==> config.mk <==
export PLATFORM = sky130hd
export DESIGN_NAME = pattern_det_ctrl
export DESIGN_NICKNAME = d
export VERILOG_FILES = /design/src/rtl/pat_det_pkg.sv /design/src/rtl/pat_det_shreg.sv /design/src/rtl/pattern_det_ctrl.sv
export SDC_FILE = /design/constraint.sdc
export NUM_CORES = 1
export LEC_CHECK = 0
export ABC_AREA = 1
export ABC_CLOCK_PERIOD_IN_PS = 2350
export BUFFER_PORTS_ARGS = -buffer_cell sky130_fd_sc_hd__buf_4
export CORE_ASPECT_RATIO = 1.75
export CORE_UTILIZATION = 35
export CTS_BUF_LIST = sky130_fd_sc_hd__clkbuf_2
export CTS_CLUSTER_SIZE = 16
export DETAILED_ROUTE_END_ITERATION = 8
export PLACE_DENSITY = 0.51
export SLEW_MARGIN = 20
export SYNTH_ARGS = -nofsm -noshare
export SYNTH_HDL_FRONTEND = slang
export SYNTH_SLANG_ARGS = --single-unit
export TNS_END_PERCENT = 10
==> constraint.sdc <==
create_clock -name clk -period 2.35 [get_ports clk]
set_input_delay 0.235 -clock clk [delete_from_list [all_inputs] [get_ports clk]]
set_output_delay 0.235 -clock clk [all_outputs]
set_load 0.005 [all_outputs]
==> src/rtl/pat_det_pkg.sv <==
// Shared constants for the programmable pattern-detection controller:
// FSM state encoding and default widths.
package pat_det_pkg;

    localparam int PAT_W_DEF = 4;
    localparam int LEN_W_DEF = 3;
    localparam int CNT_W_DEF = 8;

    localparam logic [1:0] ST_IDLE = 2'b00;
    localparam logic [1:0] ST_RUN  = 2'b01;
    localparam logic [1:0] ST_DONE = 2'b10;

endpackage

==> src/rtl/pat_det_shreg.sv <==
// History shift register, saturating seen-bit counter and masked comparator.
// hit is combinational: it reports that the bit being shifted in on this
// edge completes the pattern. Requires PAT_W >= 2.
module pat_det_shreg #(
    parameter int PAT_W = 4,
    parameter int LEN_W = 3
) (
    input  logic             clk,
    input  logic             rst,
    input  logic             clear,
    input  logic             shift,
    input  logic             din,
    input  logic             ovp,
    input  logic [LEN_W-1:0] len,
    input  logic [PAT_W-1:0] pattern,
    input  logic [PAT_W-1:0] mask,
    output logic             hit
);

    logic [PAT_W-1:0] hist;
    logic [PAT_W-1:0] hist_nxt;
    logic [LEN_W-1:0] seen;
    logic [LEN_W:0]   seen_inc;
    logic             cmp_ok;

    // Compare the would-be history against the pattern over the low len bits,
    // skipping masked positions; the seen check stops a match built from
    // stale history left before a fresh start.
    always_comb begin
        hist_nxt = {hist[PAT_W-2:0], din};
        seen_inc = {1'b0, seen} + (LEN_W+1)'(1);
        cmp_ok   = 1'b1;
        for (int i = 0; i < PAT_W; i++) begin
            if ((i < int'(len)) && !mask[i] && (hist_nxt[i] != pattern[i])) begin
                cmp_ok = 1'b0;
            end
        end
        hit = shift && (seen_inc >= {1'b0, len}) && cmp_ok;
    end

    // History and seen counter advance only on qualified bits; a
    // non-overlapping hit restarts the seen count so the next pattern is fresh.
    always_ff @(posedge clk or negedge rst) begin
        if (!rst) begin
            hist <= '0;
            seen <= '0;
        end else if (clear) begin
            hist <= '0;
            seen <= '0;
        end else if (shift) begin
            hist <= hist_nxt;
            if (hit && !ovp) begin
                seen <= '0;
            end else if (seen != LEN_W'(PAT_W)) begin
                seen <= seen + LEN_W'(1);
            end
        end
    end

endmodule

==> src/rtl/pattern_det_ctrl.sv <==
// Programmable serial pattern-detection controller.
// Holds the IDLE/RUN/DONE FSM, the latched configuration and the match
// counter; the bit history and compare live in pat_det_shreg.
// Optional build macro PAT_DET_MASK_EN adds cfg_mask (don't-care positions).
//
// Handshake: in is consumed on a rising edge only when in_valid=1 and the
// FSM is in RUN; there is no backpressure, every qualified bit is taken.
module pattern_det_ctrl
    import pat_det_pkg::*;
#(
    parameter int PAT_W = PAT_W_DEF,
    parameter int LEN_W = LEN_W_DEF,
    parameter int CNT_W = CNT_W_DEF
) (
    input  logic             clk,
    input  logic             rst,
    input  logic             cfg_we,
    input  logic [PAT_W-1:0] cfg_pattern,
    input  logic [LEN_W-1:0] cfg_len,
    input  logic             cfg_ovp,
    input  logic [CNT_W-1:0] cfg_target,
`ifdef PAT_DET_MASK_EN
    input  logic [PAT_W-1:0] cfg_mask,
`endif
    input  logic             start,
    input  logic             abort,
    input  logic             in_valid,
    input  logic             in,
    output logic             match,
    output logic [CNT_W-1:0] match_cnt,
    output logic             busy,
    output logic             done,
    output logic [1:0]       fsm_state
);

    logic [1:0]       state;
    logic [1:0]       state_nxt;
    logic [PAT_W-1:0] pat_q;
    logic [LEN_W-1:0] len_q;
    logic             ovp_q;
    logic [CNT_W-1:0] tgt_q;
    logic [PAT_W-1:0] mask_q;
    logic [LEN_W-1:0] len_clamped;
    logic [CNT_W-1:0] cnt_inc;
    logic             cfg_take;
    logic             run_go;
    logic             shift;
    logic             hit;
    logic             tgt_hit;

    // Decode of config acceptance, arming, bit qualification and target.
    always_comb begin
        len_clamped = (cfg_len > LEN_W'(PAT_W)) ? LEN_W'(PAT_W) : cfg_len;
        cfg_take    = (state == ST_IDLE) && cfg_we;
        run_go      = (state == ST_IDLE) && start && !abort && (len_q != '0);
        shift       = (state == ST_RUN) && in_valid && !abort;
        cnt_inc     = (&match_cnt) ? match_cnt : match_cnt + CNT_W'(1);
        tgt_hit     = hit && (tgt_q != '0) && (cnt_inc == tgt_q);
    end

    // Configuration registers, writable only while IDLE. start in the same
    // cycle sees the previous values because run_go reads the registers.
    always_ff @(posedge clk or negedge rst) begin
        if (!rst) begin
            pat_q  <= '0;
            len_q  <= '0;
            ovp_q  <= 1'b0;
            tgt_q  <= '0;
            mask_q <= '0;
        end else if (cfg_take) begin
            pat_q  <= cfg_pattern;
            len_q  <= len_clamped;
            ovp_q  <= cfg_ovp;
            tgt_q  <= cfg_target;
`ifdef PAT_DET_MASK_EN
            mask_q <= cfg_mask;
`else
            mask_q <= '0;
`endif
        end
    end

    // Next-state logic; abort takes priority over both arming and matching.
    always_comb begin
        state_nxt = state;
        case (state)
            ST_IDLE: if (run_go) state_nxt = ST_RUN;
            ST_RUN: begin
                if (abort) begin
                    state_nxt = ST_IDLE;
                end else if (tgt_hit) begin
                    state_nxt = ST_DONE;
                end
            end
            ST_DONE: state_nxt = ST_IDLE;
            default: state_nxt = ST_IDLE;
        endcase
    end

    // State register.
    always_ff @(posedge clk or negedge rst) begin
        if (!rst) begin
            state <= ST_IDLE;
        end else begin
            state <= state_nxt;
        end
    end

    // Registered match pulse and saturating match counter; the counter
    // clears on arming and otherwise holds outside RUN.
    always_ff @(posedge clk or negedge rst) begin
        if (!rst) begin
            match     <= 1'b0;
            match_cnt <= '0;
        end else begin
            match <= hit;
            if (run_go) begin
                match_cnt <= '0;
            end else if (hit) begin
                match_cnt <= cnt_inc;
            end
        end
    end

    pat_det_shreg #(
        .PAT_W (PAT_W),
        .LEN_W (LEN_W)
    ) u_shreg (
        .clk     (clk),
        .rst     (rst),
        .clear   (run_go),
        .shift   (shift),
        .din     (in),
        .ovp     (ovp_q),
        .len     (len_q),
        .pattern (pat_q),
        .mask    (mask_q),
        .hit     (hit)
    );

    assign busy      = (state == ST_RUN);
    assign done      = (state == ST_DONE);
    assign fsm_state = state;

endmodule

; ---- After elaboration in Yosys (flattened, before gate mapping)
; Index checks and enable logic that the tools add are counted.
[classes]
n_addsub = 3
order_cmp = 6
n_eq_ne = 10
n_mux = 18
n_reduce_logical = 26
[ops]
columns = operator, count
row1 = $mux 8, 3
row2 = $mux 3, 7
row3 = $logic_and 1x1->1, 15
row4 = $add 8x1->8 const B, 1
row5 = $eq 8x8->1, 1
row6 = $reduce_and 8->1, 1
row7 = $reduce_bool 8->1, 1
row8 = $lt 1x3->1 const A, 2
row9 = $lt 2x3->1 const A, 2
row10 = $mux 2, 3
row11 = $reduce_bool 3->1, 2
row12 = $add 3x1->4 const B, 1
row13 = $ge 4x3->1, 1
row14 = $mux 1, 4
row15 = $ne 1x1->1, 4
row16 = $pmux 2 s2, 1
row17 = $reduce_and 2->1, 2
row18 = $reduce_bool 2->1, 2
row19 = $add 3x1->3 const B, 1
row20 = $gt 3x3->1 const B, 1
row21 = $ne 3x2->1 const B, 1
row22 = $ne 3x3->1 const B, 1
row23 = $eq 2x1->1 const B, 1
row24 = $eq 2x2->1 const B, 1
row25 = 3 further kinds, 4
[totals]
register_bits = 33
in_bits = 23
out_inout_bits = 13
elab_cells = 72

; ---- Longest topological paths before layout
[logic_depth]
word_depth = 12
depth_mapped = 13
mapped_depth_nobuf = 13

; ---- Modules after synthesis
; Synthesis repeated with hierarchy kept, for this count alone.
[unflattened]
cells_unflattened = 285
area_unflattened_um2 = 2035.7
[modules_own_cells]
columns = module, instances, cells_per_inst, area_per_inst_um2, seq_area_each_um2
row1 = pattern_det_ctrl, 1, 202, 1496.4, 675.6
row2 = pat_det_shreg, 1, 83, 539.3, 150.1

; ---- Worst setup path before layout
; OpenSTA, ideal clock, no wires.
[synth_timing]
path_kind = register to register
startpoint = register u_shreg.seen[0]
endpoint = register match_cnt[1]
setup_ns = 0.126
arrival_time_ns = 1.784
required_time_ns = 2.224
path_slack_ns = 0.440
path_stages_with_launch = 11
n_path_buf = 0
period_less_slack_ns = 1.910
cell_sequence = dfrtp_1 inv_1 ha_1 ha_1 a21boi_0 o21ai_0 nand2_1 nand2_2 clkinv_1 nand3_1 o21ai_0
[synth_between]
elab_chain_len = 5
[synth_rtl]
columns = item, line_no
row1 = "start, declared", pat_det_shreg.sv:22  ; logic [LEN_W-1:0] seen;
row2 = "start signal, assigned", pat_det_shreg.sv:55  ; seen <= seen + LEN_W'(1);
row3 = $add 3x1->4, pat_det_shreg.sv:31  ; seen_inc = {1'b0, seen} + (LEN_W+1)'(1);
row4 = $ge 4x3->1, pat_det_shreg.sv:38  ; hit = shift && (seen_inc >= {1'b0, len}) && cmp_ok;
row5 = $logic_and 1x1->1 (2 in a row), pat_det_shreg.sv:38
row6 = via hit, pattern_det_ctrl.sv:48  ; logic hit;
row7 = $reduce_bool 2->1 (no source line), n/a
row8 = "end signal, assigned", pattern_det_ctrl.sv:120  ; match_cnt <= cnt_inc;
row9 = "end, declared", pattern_det_ctrl.sv:30  ; output logic [CNT_W-1:0] match_cnt,
; The timed path passes the listed nets, and every way through them passes these cells.
; A chain may end at the register's enable or synchronous reset.

; ---- Worst setup path in the final report
[layout_timing]
startpoint = register u_shreg.seen[1]
endpoint = register u_shreg.seen[1]
[layout_between]
elab_chain_len = 8
elab_cells_between_ends = 13
cone_classes = 2 x add/sub / 1 x order compare / 1 x eq/ne / 4 x mux / 5 x reduce/logical
[layout_rtl]
columns = item, line_no
row1 = $add 3x1->4, pat_det_shreg.sv:31
row2 = $ge 4x3->1, pat_det_shreg.sv:38
row3 = $logic_and 1x1->1 (2 in a row), pat_det_shreg.sv:38
row4 = $logic_and 1x1->1, pat_det_shreg.sv:52  ; if (hit && !ovp) begin
row5 = $mux 3, pat_det_shreg.sv:52
row6 = $mux 3, pat_det_shreg.sv:50  ; end else if (shift) begin
row7 = $mux 3, pat_det_shreg.sv:47  ; end else if (clear) begin
; Several ways; a longest one is shown, not always the timed one. The select of a mux whose other input is x is not followed.

==> flow_metrics.py <==
metrics = {
    "final_layout": {
        "fillCellCount": 599,
        "final_util_pct": 43.5,
        "area_growth_pct": 20.8,
        "stdcell_area_sq_um": 2410,
        "drive_above_1_share_pct": 19.7,
        "antenna_cells": 0,
        "nets": 347,
    },
    "run_status": {
        "outcome": "completed",
    },
    "yosys": {
        "synth_seq_area_share_pct": 41.4,
        "synth_most_common_cell": "nand2_1",
        "synth-seq-cells": 33,
        "synth_top_cells_by_area": "dfrtp_1 (41%), nand2_1 (15%), nand3_1 (8.8%)",
        "synth_top_area_share_pct": 41.4,
        "synth_top_cell_by_area": "dfrtp_1",
        "netlist_instances": 276,
        "ys_types": 28,
        "synth_edf_count": 0,
        "async_reset_ff_share_pct": 100,
        "syn_nets": 305,
        "ys_warn_count": 0,
        "netlist_area_sq_um": 1990,
        "postSynthAreaPerCell_sq_um": 7.22,
        "ys.flop_type": "dfrtp_1",
        "synth_common_cells": "nand2_1 (80), inv_1 (42), nand3_1 (35)",
    },
    "global_route": {
        "antenna_found_initial": 0,
        "grt_usage_pct": 20.0,
        "grt_max_degree": 34,
        "grt_overflow_total": 0,
        "grt_pass1_vias": 1880,
        "grt_pass1_wl_mm": 8.87,
    },
    "worst_hold_path": {
        "hp-start": "cfg_pattern[0]",
        "hold_end": "pat_q[0]",
        "whs_path_depth": 3,
        "hold_class": "primary input to flip-flop",
    },
    "critical_path": {
        "critPathLaunchType": "flip-flop",
        "timing.rr.start": "u_shreg.seen[1]",
        "cp-end-kind": "flip-flop",
        "r2r_cells": 11,
        "critPathArrivalTime_ns": 2.36,
        "worst-setup-path-type": "flip-flop to flip-flop",
        "rr_endpoint": "u_shreg.seen[1]",
        "r2r_slack_ns": 0.27,
        "cp_max_fo": 6,
        "worstPathRequired_ns": 2.63,
    },
    "floorplanning": {
        "start_util_pct": 36.0,
        "die_w_um": 59.0,
        "die_y_um": 102,
        "rows": 36,
        "core_sq_um": 5540,
        "ios": 36,
        "die_area_sq_um": 6010,
    },
    "sta": {
        "whs_ns": 0.0459,
        "skew_ns": 0.0173,
        "hold_viol_final": 0,
        "period_share_pct": 88.6,
        "min_period_ns": 2.08,
        "rsz0062_at_grt": "false",
        "worst_pin_slew_ns": 0.436,
        "finalMaxSlewViolations": 0,
        "max_freq_mhz": 480,
        "slew-limit-headroom_pct": 70.9,
        "fin_setup_tns_ns": 0,
        "setup_viol": 0,
    },
    "pwr": {
        "total_power_w": 0.00162,
        "clkPwrFrac_pct": 17.9,
        "p_seq_share_pct": 45.5,
        "leakagePower_nw": 1.28,
        "power_density_nw_per_um2": 671,
        "ir_drop_v": 0.000358,
        "combPwrFrac_pct": 36.6,
        "p_int_w": 0.000988,
        "p_switching_w": 0.000628,
        "switching_share_pct": 38.9,
    },
    "routing": {
        "ant_nets": 0,
        "firstDrtPassIters": 4,
        "drc": 0,
        "finalWirelength_mm": 5.24,
        "wl_per_cell_um": 13.3,
        "vias": 1918,
        "viasPerCell": 4.86,
        "first_iter_violations": 67,
    },
    "clock_network": {
        "cts_buffers": 5,
        "htreeDepth": 2,
        "root_buffer": "clkbuf_2",
        "clk_pin_slew_ns": 0.18,
        "cts_buffer_depth": 2,
        "cts.sinks": 33,
        "clk_latency_ns": 0.38,
        "cts_tree": "yes",
    },
    "placed_design": {
        "io_buffers": 35,
        "dpl-instance-area_sq_um": 2330,
        "hpwl_mm": 3.99,
        "gp_congestion": 0.853,
    },
    "run": {
        "cap_violations": 0,
    },
}
-- cell families after synthesis --
logic type | count (synthesis) | synth area share, %
AOI/OAI and AO/OA | 36 | 9.60
adders and majority gates | 6 | 3.77
and+or+nand+nor | 148 | 33.9
DFF | 33 | 41.4
xor gates and xnor gates | 3 | 1.32
buffers and inverters | 50 | 9.98
-- sequential cells by signal, indices dropped and copies added, names as in the netlist, 2 cells and up --
| register | cells |
|---|---|
| fsm_state | 2 |
| len_q | 3 |
| u_shreg.seen | 3 |
| pat_q | 4 |
| u_shreg.hist | 3 |
| tgt_q | 8 |
| match_cnt | 8 |
-- layer usage --
layer	GRT usage, %	wire length [um]
met4	7.88	164
met1	20.3	1890
met5	0	0
met2	39.0	3030
met3	3.16	160
-- area by class of cell --
class | count | area, sq um | share of cell area, %
multi-input cells | 193 | 976 | 40.5
flip-flops and latches | 33 | 826 | 34.3
repair buffers | 38 | 288 | 11.9
inverters | 46 | 176 | 7.32
well taps | 76 | 95.1 | 3.95
clock buffers | 8 | 40.0 | 1.66
repair inverters | 1 | 7.51 | 0.312
-- worst max-delay path, stage by stage (launching register included) --
cell and delay [ns]:
dfrtp_1 0.43, inv_1 0.07, ha_1 0.29, ha_1 0.28
a21boi_0 0.18, o21ai_0 0.09, nand2_1 0.12, nand3_1 0.17
nand2_1 0.12, nand2_2 0.09, nand2_1 0.07, o21ai_1 0.06
-- through the flow --
step           worst slack, ns  instances
6_report                 0.268        395
5_1_grt                 0.0243        395
4_1_cts                  0.123        393
3_5_place_dp             0.178        384
3_3_place_gp             0.236        384
2_1_floorplan            0.440        276
-- layout by cell type, fill, tap and decap left out, drive strengths merged --
cell,count
a31o,1
dfrtp,33
xnor2,2
inv,44
o21ai,28
ha,6
nor2,16
a21oi,3
nand4,7
dlygate4sd3,1
clkbuf,8
o211ai,1
nor3,1
nor4,1
nand2,86
a21boi,1
xor2,1
clkinvlp,2
o22ai,2
nand3,37
buf,37
clkinv,1
-- worst max path at each step --
stage,start,slack [ns],to
after global routing,u_shreg.seen[1],0.02,u_shreg.seen[1]
after CTS,u_shreg.seen[0],0.12,match_cnt[1]
after detailed placement,u_shreg.seen[0],0.18,match_cnt[1]
after floorplan,u_shreg.seen[0],0.44,match_cnt[1]
final,u_shreg.seen[1],0.27,u_shreg.seen[1]
after global placement,u_shreg.seen[0],0.24,match_cnt[5]
-- power groups by stage --
| stage | clock network (W) | registers, W | logic, W |
|---|---|---|---|
| 4_1_cts | 0.000301 | 0.000740 | 0.000573 |
| 3_5_place_dp | 0 | 0.000752 | 0.000564 |
| 5_1_grt | 0.000320 | 0.000750 | 0.000702 |
| 3_3_place_gp | 0 | 0.000750 | 0.000564 |
| 6_report | 0.000289 | 0.000736 | 0.000592 |
| 2_1_floorplan | 0 | 0.000732 | 0.000399 |
-- what timing repair did --
| action | 4_1_cts | 5_1_grt |
|---|---|---|
| endpoints found under the hold margin | 33 | 0 |
| endpoints found under the setup margin | 0 | 13 |
| hold buffers | 1 | 0 |
| buffers inserted | 0 | 1 |
| resized for setup | 0 | 5 |
No activity file was read; power rests on OpenSTA's default activity.
